## src/rtl/lru_single_if.sv

```systemverilog
// Access-port bundle between the replacement-state controller and one way's age cell.
interface lru_single_if #(
    parameter int WIDTH = 3
);
    logic [WIDTH-1:0] lru;
    logic [WIDTH-1:0] hitLRU;
    logic             init;
    logic             en;
    logic [WIDTH-1:0] newLRU;
    logic             victim;

    modport master (
        output lru,
        output hitLRU,
        output init,
        output en,
        input  newLRU,
        input  victim
    );

    modport slave (
        input  lru,
        input  hitLRU,
        input  init,
        input  en,
        output newLRU,
        output victim
    );
endinterface

```

## src/rtl/lru_single.sv

```systemverilog
// Per-way age-rank update cell. Age 0 is MRU and the all-ones age marks the
// replacement victim. State changes on the falling edge of clk.
module lru_single #(
    parameter int WIDTH = 3,
    parameter int INDEX = 0
) (
    input  logic          clk,
    input  logic          rst,
    lru_single_if.slave   bus
);
    localparam logic [WIDTH-1:0] INDEX_AGE = WIDTH'(INDEX);
    localparam logic [WIDTH-1:0] OLDEST    = '1;

    logic [WIDTH-1:0] next_age;

    // Next age: init restores the way's own index; an access moves the hit way
    // to MRU and ages every younger way by one. lru < hitLRU guarantees the
    // increment never wraps.
    always_comb begin
        next_age = bus.newLRU;
        if (bus.init) begin
            next_age = INDEX_AGE;
        end else if (bus.en) begin
            if (bus.lru == bus.hitLRU) begin
                next_age = '0;
            end else if (bus.lru < bus.hitLRU) begin
                next_age = bus.lru + 1'b1;
            end else begin
                next_age = bus.lru;
            end
        end
    end

    // Register the age and derive victim from the same value being stored.
    always_ff @(negedge clk) begin
        if (rst) begin
            bus.newLRU <= INDEX_AGE;
            bus.victim <= (INDEX_AGE == OLDEST);
        end else begin
            bus.newLRU <= next_age;
            bus.victim <= (next_age == OLDEST);
        end
    end
endmodule

```

## src/flat_wrapper.sv

```systemverilog
// flat-port wrapper written by rule: the top's interface ports become plain ports
module lru_single_flat 
#(
    parameter int WIDTH = 3,
    parameter int INDEX = 0
)
  (clk, rst, bus_lru, bus_hitLRU, bus_init, bus_en, bus_newLRU, bus_victim);
  lru_single_if #(.WIDTH(WIDTH)) bus_i ();
  input  logic clk;
  input  logic rst;
  input wire logic [$bits(bus_i.lru)-1:0] bus_lru;
  input wire logic [$bits(bus_i.hitLRU)-1:0] bus_hitLRU;
  input wire logic [$bits(bus_i.init)-1:0] bus_init;
  input wire logic [$bits(bus_i.en)-1:0] bus_en;
  output wire logic [$bits(bus_i.newLRU)-1:0] bus_newLRU;
  output wire logic [$bits(bus_i.victim)-1:0] bus_victim;
  assign bus_i.lru = bus_lru;
  assign bus_i.hitLRU = bus_hitLRU;
  assign bus_i.init = bus_init;
  assign bus_i.en = bus_en;
  assign bus_newLRU = bus_i.newLRU;
  assign bus_victim = bus_i.victim;
  lru_single #(.WIDTH(WIDTH), .INDEX(INDEX)) u_core (.clk(clk), .rst(rst), .bus(bus_i));
endmodule
```

## config.mk

```make
export PLATFORM = sky130hd
export DESIGN_NAME = lru_single_flat
export DESIGN_NICKNAME = d
export VERILOG_FILES = /design/src/rtl/lru_single_if.sv /design/src/rtl/lru_single.sv /design/src/flat_wrapper.sv
export SDC_FILE = /design/constraint.sdc
export NUM_CORES = 1
export LEC_CHECK = 0
export CORE_AREA = 2 2 39 41
export CTS_CLUSTER_SIZE = 16
export DETAILED_ROUTE_END_ITERATION = 16
export DIE_AREA = 0 0 41 43
export PLACE_DENSITY_LB_ADDON = 0.08
export SLEW_MARGIN = 20
export SYNTH_ARGS = -nofsm -noshare
export SYNTH_HDL_FRONTEND = slang
export SYNTH_SLANG_ARGS = --single-unit
```

## constraint.sdc

```tcl
create_clock -name clk -period 2 [get_ports clk]
set_input_delay 0.4 -clock clk [delete_from_list [all_inputs] [get_ports clk]]
set_output_delay 0.4 -clock clk [all_outputs]
set_load 0.02 [all_outputs]
```

==> summary by stage <==
Setup path
Together, buffers and inverters on the worst path number 2. The delay of the slowest cell on the worst path is 330 ps. The worst path required time is 1170 ps.

The setup path with the least slack is of type in2reg. The cell with the biggest individual delay on the critical path is sky130_fd_sc_hd__mux2_4. The critical-path maximum fanout is 3.

Walking the worst path, the cells encountered are buf_8 > inv_8 > ha_4 > nand2_4 > o21ai_4 > mux2_4 > a31oi_4 > nor4b_4. The endpoint kind of the worst setup timing path is a flop. The signal arrival time at the worst endpoint is 1580 ps. STA classifies the critical path startpoint as a primary input. Among cell families on the critical path, the largest total delay comes from compound AO/OA/AOI/OAI gates.

Yosys
Summing every instance area after synthesis gives between 300 and 400 um2. The share of synthesized flip-flops with an asynchronous set or reset is 0%. Synthesis produced a netlist with a net count of 46. Summed over all instances, the cell type with the most area after synthesis is sky130_fd_sc_hd__dfxtp_1. The synthesized netlist devotes 15.94% of its cell area to adder and majority cells.

The main combinational cell family by area after synthesis is simple AND/OR/NAND/NOR gates. The fraction of synthesized cell area taken by the top area cell type is 25.50%. The number of distinct library cells after synthesis is 20. The synthesized netlist devotes 19.52% of its cell area to compound gates. The fraction of synthesized cell area in xor and xnor cells is 2.789%. For this run, the number of Yosys warnings is 0.

Counting flops with a built-in enable in the synthesized netlist gives 0. After synthesis the netlist holds a flip-flop and latch count of 4. The multiplexer share of the synthesized area is 7.968%. The average instance in the mapped netlist occupies between 9 and 10 um2.

The post-synthesis share of cell area spent on and, or, nand and nor gates is 22.31%. Yosys attributes the largest share of cell area to sky130_fd_sc_hd__dfxtp_1 (25%), sky130_fd_sc_hd__ha_1 (16%), sky130_fd_sc_hd__a31oi_4 (6.8%). The cell count after synthesis is 32.

The most common flop cell mapped by yosys is sky130_fd_sc_hd__dfxtp_1. Of the synthesized area, sequential elements account for 25.50%.

Timing
At the pin with the least slew margin, the transition time is 225.7 ps. The count of endpoints failing hold in the final timing report came to 0. Final hold analysis gives a worst-case slack of roughly 590 ps. The setup clock skew after layout is 9.755 ps. Setup repair after global routing could not meet its margin everywhere.

The setup slack after layout is -410.6 ps. The number of max-slew violations in the final report is 0. Measured against its own limit, the worst slew margin works out to 84.89%. For the final routed database, the setup TNS stands at -1761 ps. Setup violations remaining at the end of the flow were counted as 8.

Floorplanning
The core area is 1384 um2. The die footprint is 1763 um2. The boundary pin count is 14. The starting density of the core is between 20% and 30%. The width of the die is 41 um.

From bottom edge to top edge, the die measures between 40 and 50 um. The floorplan has 14 rows.

Power
The total power consumption of the routed design is 359.9 uW. The power density over the cells is between 500 and 600 nW/um2. Internal power comes to 242.8 uW. In this run the power spent charging and discharging nets is between 100 and 150 uW. The leakage power summed over all cells is 0.3204 nW. Of the total power, the clock network draws 36.8%. Net switching is 32.53% of the power.

The logic gate share of total power is 39.4%. VDD sags by at most 0.4981 mV. In this run, flip-flops and latches consume between 20% and 30% of the power.

Routing
The count of nets left with antenna violations once routing finished came out at 0. The via count is 339. Using the TritonRoute via totals, the vias-per-cell ratio works out to 4.346.

Wires add up to ~780 um. In the final routed layout, each cell accounts on average for 9.949 um. The number of detailed-routing iterations run before antenna repair is 3. After detailed routing, the number of remaining DRC violations is 0. In this run, the number of DRC markers left after iteration 0 of detailed routing was 3.

Run status
The run finished, with violations left. The final reports fail on negative setup slack.

Clock tree
The clock passes through at most 2 buffers. The root buffer selected by CTS is sky130_fd_sc_hd__clkbuf_4. Clock-pin slew was measured on the worst setup and hold paths at 30 ps. The number of sinks handled by clock tree synthesis is 4. The count of H-tree levels built during CTS is 1.

The number of buffers inserted for hold repair after clock tree synthesis is 0. The TritonCTS clock tree is built. The insertion delay of the later-clocked pin in the worst-skew pair is 300 ps. The number of buffers inserted during clock tree synthesis is 3.

Layout
The final net count is between 70 and 80. Compared with the post-synthesis result, the final layout area differs by 129.1%. The final cell utilization of the core is around 52%. The repair_antennas step left the layout with diodes totalling 0. The ratio of cells with drive above 1 in the final layout is 74.19%. The count of cells in the finished layout, fillers not included, comes to 78.

Placed design
The cell count after placement is 69. The placer's final routability congestion estimate is between 0.6 and 0.7. The count of buffers from port buffering is 13. The post-DP HPWL is 546.3 um.

Global routing
Across every metal layer, demand over resource in global routing totals 11.85%. The number of global-route vias before repair is about 370. Entering global routing, the biggest net connects 7 pins. The number of antenna violations at the first check in global routing is 0.

The wire length of the first global-routing pass is 1373 um. The remaining global-route overflow is 0.

Flow run
The tool flagged a number of max-cap violations equal to 0.

Worst hold path
The worst hold path belongs to the class reg2reg.
-- routing by layer --
layer  track usage, %  wire length, um
met3            11.52               54
met2            16.25              384
met5                0                0
met1            13.50              336
met4            1.333                0
-- power groups by stage --
stage	clock [mW]	combinational, mW	sequential [mW]
5_1_grt	0.160	0.153	0.0855
4_1_cts	0.140	0.128	0.0856
3_5_place_dp	0.0156	0.103	0.0854
2_1_floorplan	0.0156	0.0504	0.0889
3_3_place_gp	0.0156	0.102	0.0853
6_report	0.132	0.142	0.0855
-- synth_stat cells, drive strengths merged, types with 2 or more instances --
cell	number
dfxtp	4
ha	4
and2b	2
a31oi	2
inv	5
nor3	2
-- per-stage QoR --
stage                     cell area (um2)  setup slack [ps]
after floorplan                     349.1            -552.1
after global placement              559.3             -1178
after detailed placement            559.3             -1196
after CTS                           679.4            -402.7
after global routing                719.4            -449.0
final                               719.4            -410.6
-- cell families after synthesis --
group,count (synthesis)
AO/OA/AOI/OAI,6
XOR/XNOR,1
adder cells (fa/ha/maj),4
buffers and inverters,5
flip-flops,4
multiplexers,2
AND/OR/NAND/NOR,10
-- area by class of cell --
type / instances / area (um2)
fillers: 129 / 664.4
multi-input cells: 23 / 336.6
repair buffers: 24 / 219.0
flip-flops and latches: 4 / 83.83
clock buffers: 3 / 22.52
inverters: 4 / 22.52
well taps: 16 / 20.02
clock inverters: 4 / 15.01
-- flip-flops by register name, summed over array words and instances (netlist names) --
signal / cells
u_core.bus.victim: 1
u_core.bus.newLRU: 3
-- worst paths after layout --
path | start | to | slack [ps] | cells after the start
setup / recovery | bus_hitLRU[2] | u_core.bus.victim | -410 | 8
hold / removal | u_core.bus.newLRU[2] | u_core.bus.newLRU[2] | 590 | 2
setup reg to reg | u_core.bus.newLRU[0] | u_core.bus.victim | 1110 | 3
hold reg to reg | u_core.bus.newLRU[2] | u_core.bus.newLRU[2] | 590 | 2
-- worst min-delay path, stage by stage (launching register included) --
cell                      delay, ps
sky130_fd_sc_hd__dfxtp_2        320
sky130_fd_sc_hd__buf_4          100
sky130_fd_sc_hd__a31o_1         140
-- cells in the final DEF, fill, tap and decap left out, drive strengths merged --
cell	synthesis	final
a21oi	1	1
a31o	1	1
a31oi	2	2
and2b	2	2
buf	0	19
clkbuf	0	3
clkdlybuf4s15	0	2
clkdlybuf4s50	0	2
dfxtp	4	4
dlygate4sd2	0	1
ha	4	4
inv	5	8
mux2	1	1
mux2i	1	1
nand2	1	1
nand3	1	1
nand4	1	1
nand4b	1	1
nor2	1	1
nor3	2	2
nor4b	1	1
o211ai	1	1
o21ai	1	1
xnor2	1	1
-- repair_timing --
| action | 4_1_cts | 5_1_grt |
|---|---|---|
| setup buffers | 2 | 1 |
| resized for setup | 64 | 5 |
| endpoints found under the hold margin | 0 | 0 |
| pin swaps | 7 | 2 |
| setup endpoints to repair | 8 | 8 |
Power figures use the tool's default switching activity.
